--- src/rtl/debounce_edge_if.sv ---
// Pushbutton conditioning bus: raw input toward the debouncer, clean level,
// edge pulses and qualification status back from it.
interface debounce_edge_if;
  logic btn_in;
  logic btn_out;
  logic rise;
  logic fall;
  logic busy;

  modport master (
    output btn_in,
    input  btn_out,
    input  rise,
    input  fall,
    input  busy
  );

  modport slave (
    input  btn_in,
    output btn_out,
    output rise,
    output fall,
    output busy
  );
endinterface

--- src/rtl/debounce_edge.sv ---
// Pushbutton/switch debouncer: 2-FF synchronizer, stability counter and a
// 4-state qualification FSM producing a registered level plus rise/fall pulses.
//
// state     | meaning
// ----------+-----------------------------------------------------------
// IDLE_LOW  | output level 0, waiting for the synchronized input to go 1
// WAIT_HIGH | input is 1, counting stable cycles before accepting it
// IDLE_HIGH | output level 1, waiting for the synchronized input to go 0
// WAIT_LOW  | input is 0, counting stable cycles before accepting it
module debounce_edge #(
  parameter int CNT_W         = 16,
  parameter int STABLE_CYCLES = 50000
) (
  input  logic            clk,
  input  logic            arst,
  debounce_edge_if.slave  bus
);

  typedef enum logic [1:0] {
    IDLE_LOW  = 2'd0,
    WAIT_HIGH = 2'd1,
    IDLE_HIGH = 2'd2,
    WAIT_LOW  = 2'd3
  } state_t;

  // Terminal count; legal parameters guarantee STABLE_CYCLES-1 fits in CNT_W.
  localparam logic [CNT_W-1:0] LAST_CNT = CNT_W'(STABLE_CYCLES - 1);

  logic             r_sync1;
  logic             r_sync2;
  state_t           r_state;
  logic [CNT_W-1:0] r_cnt;
  logic             r_btn_out;
  logic             r_rise;
  logic             r_fall;

  state_t           w_state_nxt;
  logic [CNT_W-1:0] w_cnt_nxt;
  logic             w_btn_nxt;
  logic             w_rise_nxt;
  logic             w_fall_nxt;

  // Two-flop synchronizer for the asynchronous raw input.
  always_ff @(posedge clk or posedge arst) begin
    if (arst) begin
      r_sync1 <= 1'b0;
      r_sync2 <= 1'b0;
    end else begin
      r_sync1 <= bus.btn_in;
      r_sync2 <= r_sync1;
    end
  end

  // State, counter and registered outputs; reset clears without emitting a pulse.
  always_ff @(posedge clk or posedge arst) begin
    if (arst) begin
      r_state   <= IDLE_LOW;
      r_cnt     <= '0;
      r_btn_out <= 1'b0;
      r_rise    <= 1'b0;
      r_fall    <= 1'b0;
    end else begin
      r_state   <= w_state_nxt;
      r_cnt     <= w_cnt_nxt;
      r_btn_out <= w_btn_nxt;
      r_rise    <= w_rise_nxt;
      r_fall    <= w_fall_nxt;
    end
  end

  // Next-state logic: any opposite sample while waiting aborts with no partial credit.
  always_comb begin
    w_state_nxt = r_state;
    w_cnt_nxt   = r_cnt;
    w_btn_nxt   = r_btn_out;
    w_rise_nxt  = 1'b0;
    w_fall_nxt  = 1'b0;
    case (r_state)
      IDLE_LOW: begin
        if (r_sync2) begin
          w_state_nxt = WAIT_HIGH;
          w_cnt_nxt   = '0;
        end
      end
      WAIT_HIGH: begin
        if (!r_sync2) begin
          w_state_nxt = IDLE_LOW;
          w_cnt_nxt   = '0;
        end else if (r_cnt == LAST_CNT) begin
          w_state_nxt = IDLE_HIGH;
          w_btn_nxt   = 1'b1;
          w_rise_nxt  = 1'b1;
        end else begin
          w_cnt_nxt   = r_cnt + 1'b1;
        end
      end
      IDLE_HIGH: begin
        if (!r_sync2) begin
          w_state_nxt = WAIT_LOW;
          w_cnt_nxt   = '0;
        end
      end
      WAIT_LOW: begin
        if (r_sync2) begin
          w_state_nxt = IDLE_HIGH;
          w_cnt_nxt   = '0;
        end else if (r_cnt == LAST_CNT) begin
          w_state_nxt = IDLE_LOW;
          w_btn_nxt   = 1'b0;
          w_fall_nxt  = 1'b1;
        end else begin
          w_cnt_nxt   = r_cnt + 1'b1;
        end
      end
      default: begin
        w_state_nxt = IDLE_LOW;
        w_cnt_nxt   = '0;
      end
    endcase
  end

  assign bus.btn_out = r_btn_out;
  assign bus.rise    = r_rise;
  assign bus.fall    = r_fall;
  assign bus.busy    = (r_state == WAIT_HIGH) || (r_state == WAIT_LOW);

endmodule

--- src/flat_wrapper.sv ---
// flat-port wrapper written by rule: the top's interface ports become plain ports
module debounce_edge_flat 
#(
  parameter int CNT_W         = 16,
  parameter int STABLE_CYCLES = 50000
)
  (clk, arst, bus_btn_in, bus_btn_out, bus_rise, bus_fall, bus_busy);
  debounce_edge_if bus_i ();
  input  logic clk;
  input  logic arst;
  input wire logic [$bits(bus_i.btn_in)-1:0] bus_btn_in;
  output wire logic [$bits(bus_i.btn_out)-1:0] bus_btn_out;
  output wire logic [$bits(bus_i.rise)-1:0] bus_rise;
  output wire logic [$bits(bus_i.fall)-1:0] bus_fall;
  output wire logic [$bits(bus_i.busy)-1:0] bus_busy;
  assign bus_i.btn_in = bus_btn_in;
  assign bus_btn_out = bus_i.btn_out;
  assign bus_rise = bus_i.rise;
  assign bus_fall = bus_i.fall;
  assign bus_busy = bus_i.busy;
  debounce_edge #(.CNT_W(CNT_W), .STABLE_CYCLES(STABLE_CYCLES)) u_core (.clk(clk), .arst(arst), .bus(bus_i));
endmodule
--- config.mk ---
export PLATFORM = sky130hd
export DESIGN_NAME = debounce_edge_flat
export DESIGN_NICKNAME = d
export VERILOG_FILES = /design/src/rtl/debounce_edge_if.sv /design/src/rtl/debounce_edge.sv /design/src/flat_wrapper.sv
export SDC_FILE = /design/constraint.sdc
export NUM_CORES = 1
export LEC_CHECK = 0
export ABC_AREA = 1
export CAP_MARGIN = 15
export CORE_ASPECT_RATIO = 0.9
export CORE_MARGIN = 3
export CORE_UTILIZATION = 39
export DETAILED_ROUTE_END_ITERATION = 6
export PLACE_DENSITY = 0.61
export SLEW_MARGIN = 20
export SYNTH_ARGS = -nofsm -noshare
export SYNTH_HDL_FRONTEND = slang
export SYNTH_SLANG_ARGS = --single-unit
--- constraint.sdc ---
create_clock -name clk -period 1.2 [get_ports clk]
set_input_delay 0.3 -clock clk [delete_from_list [all_inputs] [get_ports clk]]
set_output_delay 0.3 -clock clk [all_outputs]
set_load 0.01 [all_outputs]
==> key figures <==
Clock tree
  • Post-CTS Hold Buffers: 0
  • CTS root buf: clkbuf_8
  • Clk slew on worst S/H paths: 90 ps
  • Clock latency on the worst-skew pair: 270 ps
  • Cts bufs inserted: 3
  • Clk sinks: 23
  • CTS Buffer Depth: 2
  • TritonCTS clock tree: yes
  • H-tree Lvls: 1

Detailed routing
  • Drt via density: 4.91
  • Pre-Repair DR Iteration Count: 4
  • Post-route ant nets: 0
  • WL per Instance: 12.7 µm
  • Residual DRC: 0
  • 1st-iter DRT viols: 70
  • DRT Wirelength: 3.34 mm
  • Via count: 1295

Critical path
  • R2r endpoint: u_core.r_cnt[0]
  • CP Class: reg2reg
  • RR Startpoint: u_core.r_cnt[1]
  • Required time of the worst setup path: 1400 ps
  • Critical Path Fanout Max: 4
  • Crit path DAT: 1560 ps
  • Worst Setup EP: u_core.r_cnt[0]
  • Critical path origin: u_core.r_cnt[1]
  • Crit start category: flip-flop
  • CP endpoint kind: flip-flop
  • R2R setup slack: -150 ps
  • FF-to-FF path depth: 7

Floorplanning
  • Core area: 3110 µm²
  • # IOs: 7
  • Die Height: 60.6 µm
  • Die Area: 4040 µm²
  • FP Rows: 19
  • Initial Util: 0.415
  • Die Width: 66.7 µm

GRT
  • Gr ovfl total: 0
  • Vias in the first global route: 1252
  • Initial antenna violation count: 0
  • Largest net degree at the start of global routing: 24
  • Tot GR Track Use: 0.174
  • Global-route wire length before repair: 5.33 mm

Pwr
  • Cell area power density: 769 nW/µm²
  • Peak VDD IR: 0.605 mV
  • Total power: 0.00146 W
  • Leak Pwr: 0.878 nW

Hold path
  • Hold WC Path Type: in2async

STA
  • Fin crit share: 1.13
  • Tightest Pin Transition: 244 ps
  • Final Critical Period: 1350 ps
  • Post-route setup slack: -154 ps
  • Final hold vios: 0
  • Final setup vio count: 16
  • Slew Viols, Final: 0
  • Max_slew headroom: 0.836
  • Setup repair after global routing missed its margin: true
  • Clock Skew: 9.36 ps
  • Top achievable clock speed: 739 MHz

Cells and area
  • Most frequent cells in the layout: nand2_1 (34), buf_4 (32), inv_1 (20), nor2_1 (20), dfrtp_1 (19)
  • Layout area overhead: 47.0%
  • Final Net Count: 227
  • Multi-input logic area: 788 µm²
  • Register area: 581 µm²
  • Design area: 1900 µm²
  • Antenna diodes: 0
  • Total of fill cells in the finished design: 259
  • Layout cells sized above 1: 0.410
  • Most common cell after layout, fill and taps aside: nand2_1

Synth
  • Syn_nets: 181
  • Synth unique cells: 23
  • Post-synthesis sequential area ratio: 0.445
  • Synth top area cells: dfrtp_1 (45%), nand2_1 (12%), nor2_1 (9.0%)
  • Post-Syn Instances: 177
  • Yosys reg bits: 23
  • Syn. warnings: 0
  • Synth top area share: 0.445
  • Syn Area/Cell: 7.30 µm²
  • Post-synth top area cell: dfrtp_1
  • Mapped cell area: 1290 µm²

Placed design
  • Final Wtd Congestion: 0.889
  • Port bufs: 6
  • DPL Wire Length: 2.35 mm
  • Placed cell areas: 1650 µm²

Flow run
  • MaxCap Viol Count: 0

Run status
  • Failing checks: negative setup slack
  • Run status: finished with violations
area by class of cell:
class | instances | area share
Inverter | 23 | 0.0467
Tap cell | 42 | 0.0276
Multi-Input combinational cell | 129 | 0.415
Sequential cell | 23 | 0.305
Clock buffer | 4 | 0.0237
Timing Repair Buffer | 43 | 0.182
sequential cells by signal (all words and copies together), names as in the netlist, named ones only:
register	flops
u_core.r_cnt	16
u_core.bus.btn_out	1
u_core.bus.fall	1
u_core.bus.rise	1
u_core.r_state	1
u_core.r_sync1	1
u_core.r_sync2	1
worst max-delay path, cell delays in order, from the launching register on:
cell and delay (ps):
dfrtp_1 430, ha_4 190, nand3_4 110, nor3_4 230
nand3_2 140, nand2_2 90, nand2_1 50, nand2_1 50
cells in the mapped netlist:
cell and count:
a31oi_1 1, nand4_1 4, nand2_4 2, and2_2 1, nor2_4 2, buf_2 1
o21ai_1 2, nor3b_2 1, a21oi_1 6, xor2_1 3, o21ai_0 5, ha_1 1
nand3_1 19, nor2_1 31, clkbuf_1 1, dfrtp_1 23, nand2_2 3, nor3_1 4
and2b_1 1, inv_1 21, nand2_1 42, inv_2 2, nor2_2 1
kinds of logic after synthesis:
kind of cell	synth area share
fa+ha+maj	0.00968
compound gates	0.0552
xor+xnor	0.0203
simple gates	0.396
buf+inv	0.0736
flops	0.445
power breakdown:
group	switching (W)	leakage, nW	total (W)	internal [W]
sequential	0.0000129	0.307	0.000799	0.000786
clock	0.000257	0.0228	0.000495	0.000237
combinational	0.0000870	0.548	0.000167	0.0000803
total	0.000357	0.878	0.00146	0.00110
repair_timing:
item | 4_1_cts | 5_1_grt
endpoints found under the hold margin | 0 | 0
setup buffers | 4 | 5
pin swaps | 11 | 15
gates resized for setup | 28 | 31
setup endpoints to repair | 23 | 24
how the worst min path moves through the flow:
| stage | from | end | slack, ps | depth (start not counted) |
|---|---|---|---|---|
| floorplan | arst | async pin | 300 | 1 |
| global placement | u_core.r_sync1 | u_core.r_sync2 | 340 | 0 |
| detailed placement | u_core.r_sync1 | u_core.r_sync2 | 340 | 0 |
| CTS | arst | async pin | 350 | 3 |
| global route | u_core.r_sync1 | u_core.r_sync2 | 370 | 0 |
| finish | arst | u_core.bus.rise | 350 | 3 |
layer usage:
| layer | share of wire | GRT usage | vias up | wire length, µm |
|---|---|---|---|---|
| li1 | - | - | 653 | - |
| met3 | 0.048 | 0.0407 | 6 | 160 |
| met4 | 0.013 | 0.0464 | 0 | 45 |
| met5 | 0 | 0 | - | 0 |
| met2 | 0.50 | 0.291 | 38 | 1690 |
| met1 | 0.43 | 0.229 | 598 | 1450 |
stage by stage:
stage / instances / util / setup slack, ps / setup TNS (ps) / hold slack [ps]
CTS: 259 / 0.571 / -79.4 / -1010 / 354
detailed placement: 251 / 0.530 / -131 / -1170 / 336
finish: 264 / 0.610 / -154 / -1320 / 346
floorplan: 177 / - / 3.90 / 0 / 302
global route: 264 / 0.610 / -248 / -2900 / 371
global placement: 251 / 0.530 / -107 / -679 / 338
No activity file was read; power rests on OpenSTA's default activity.
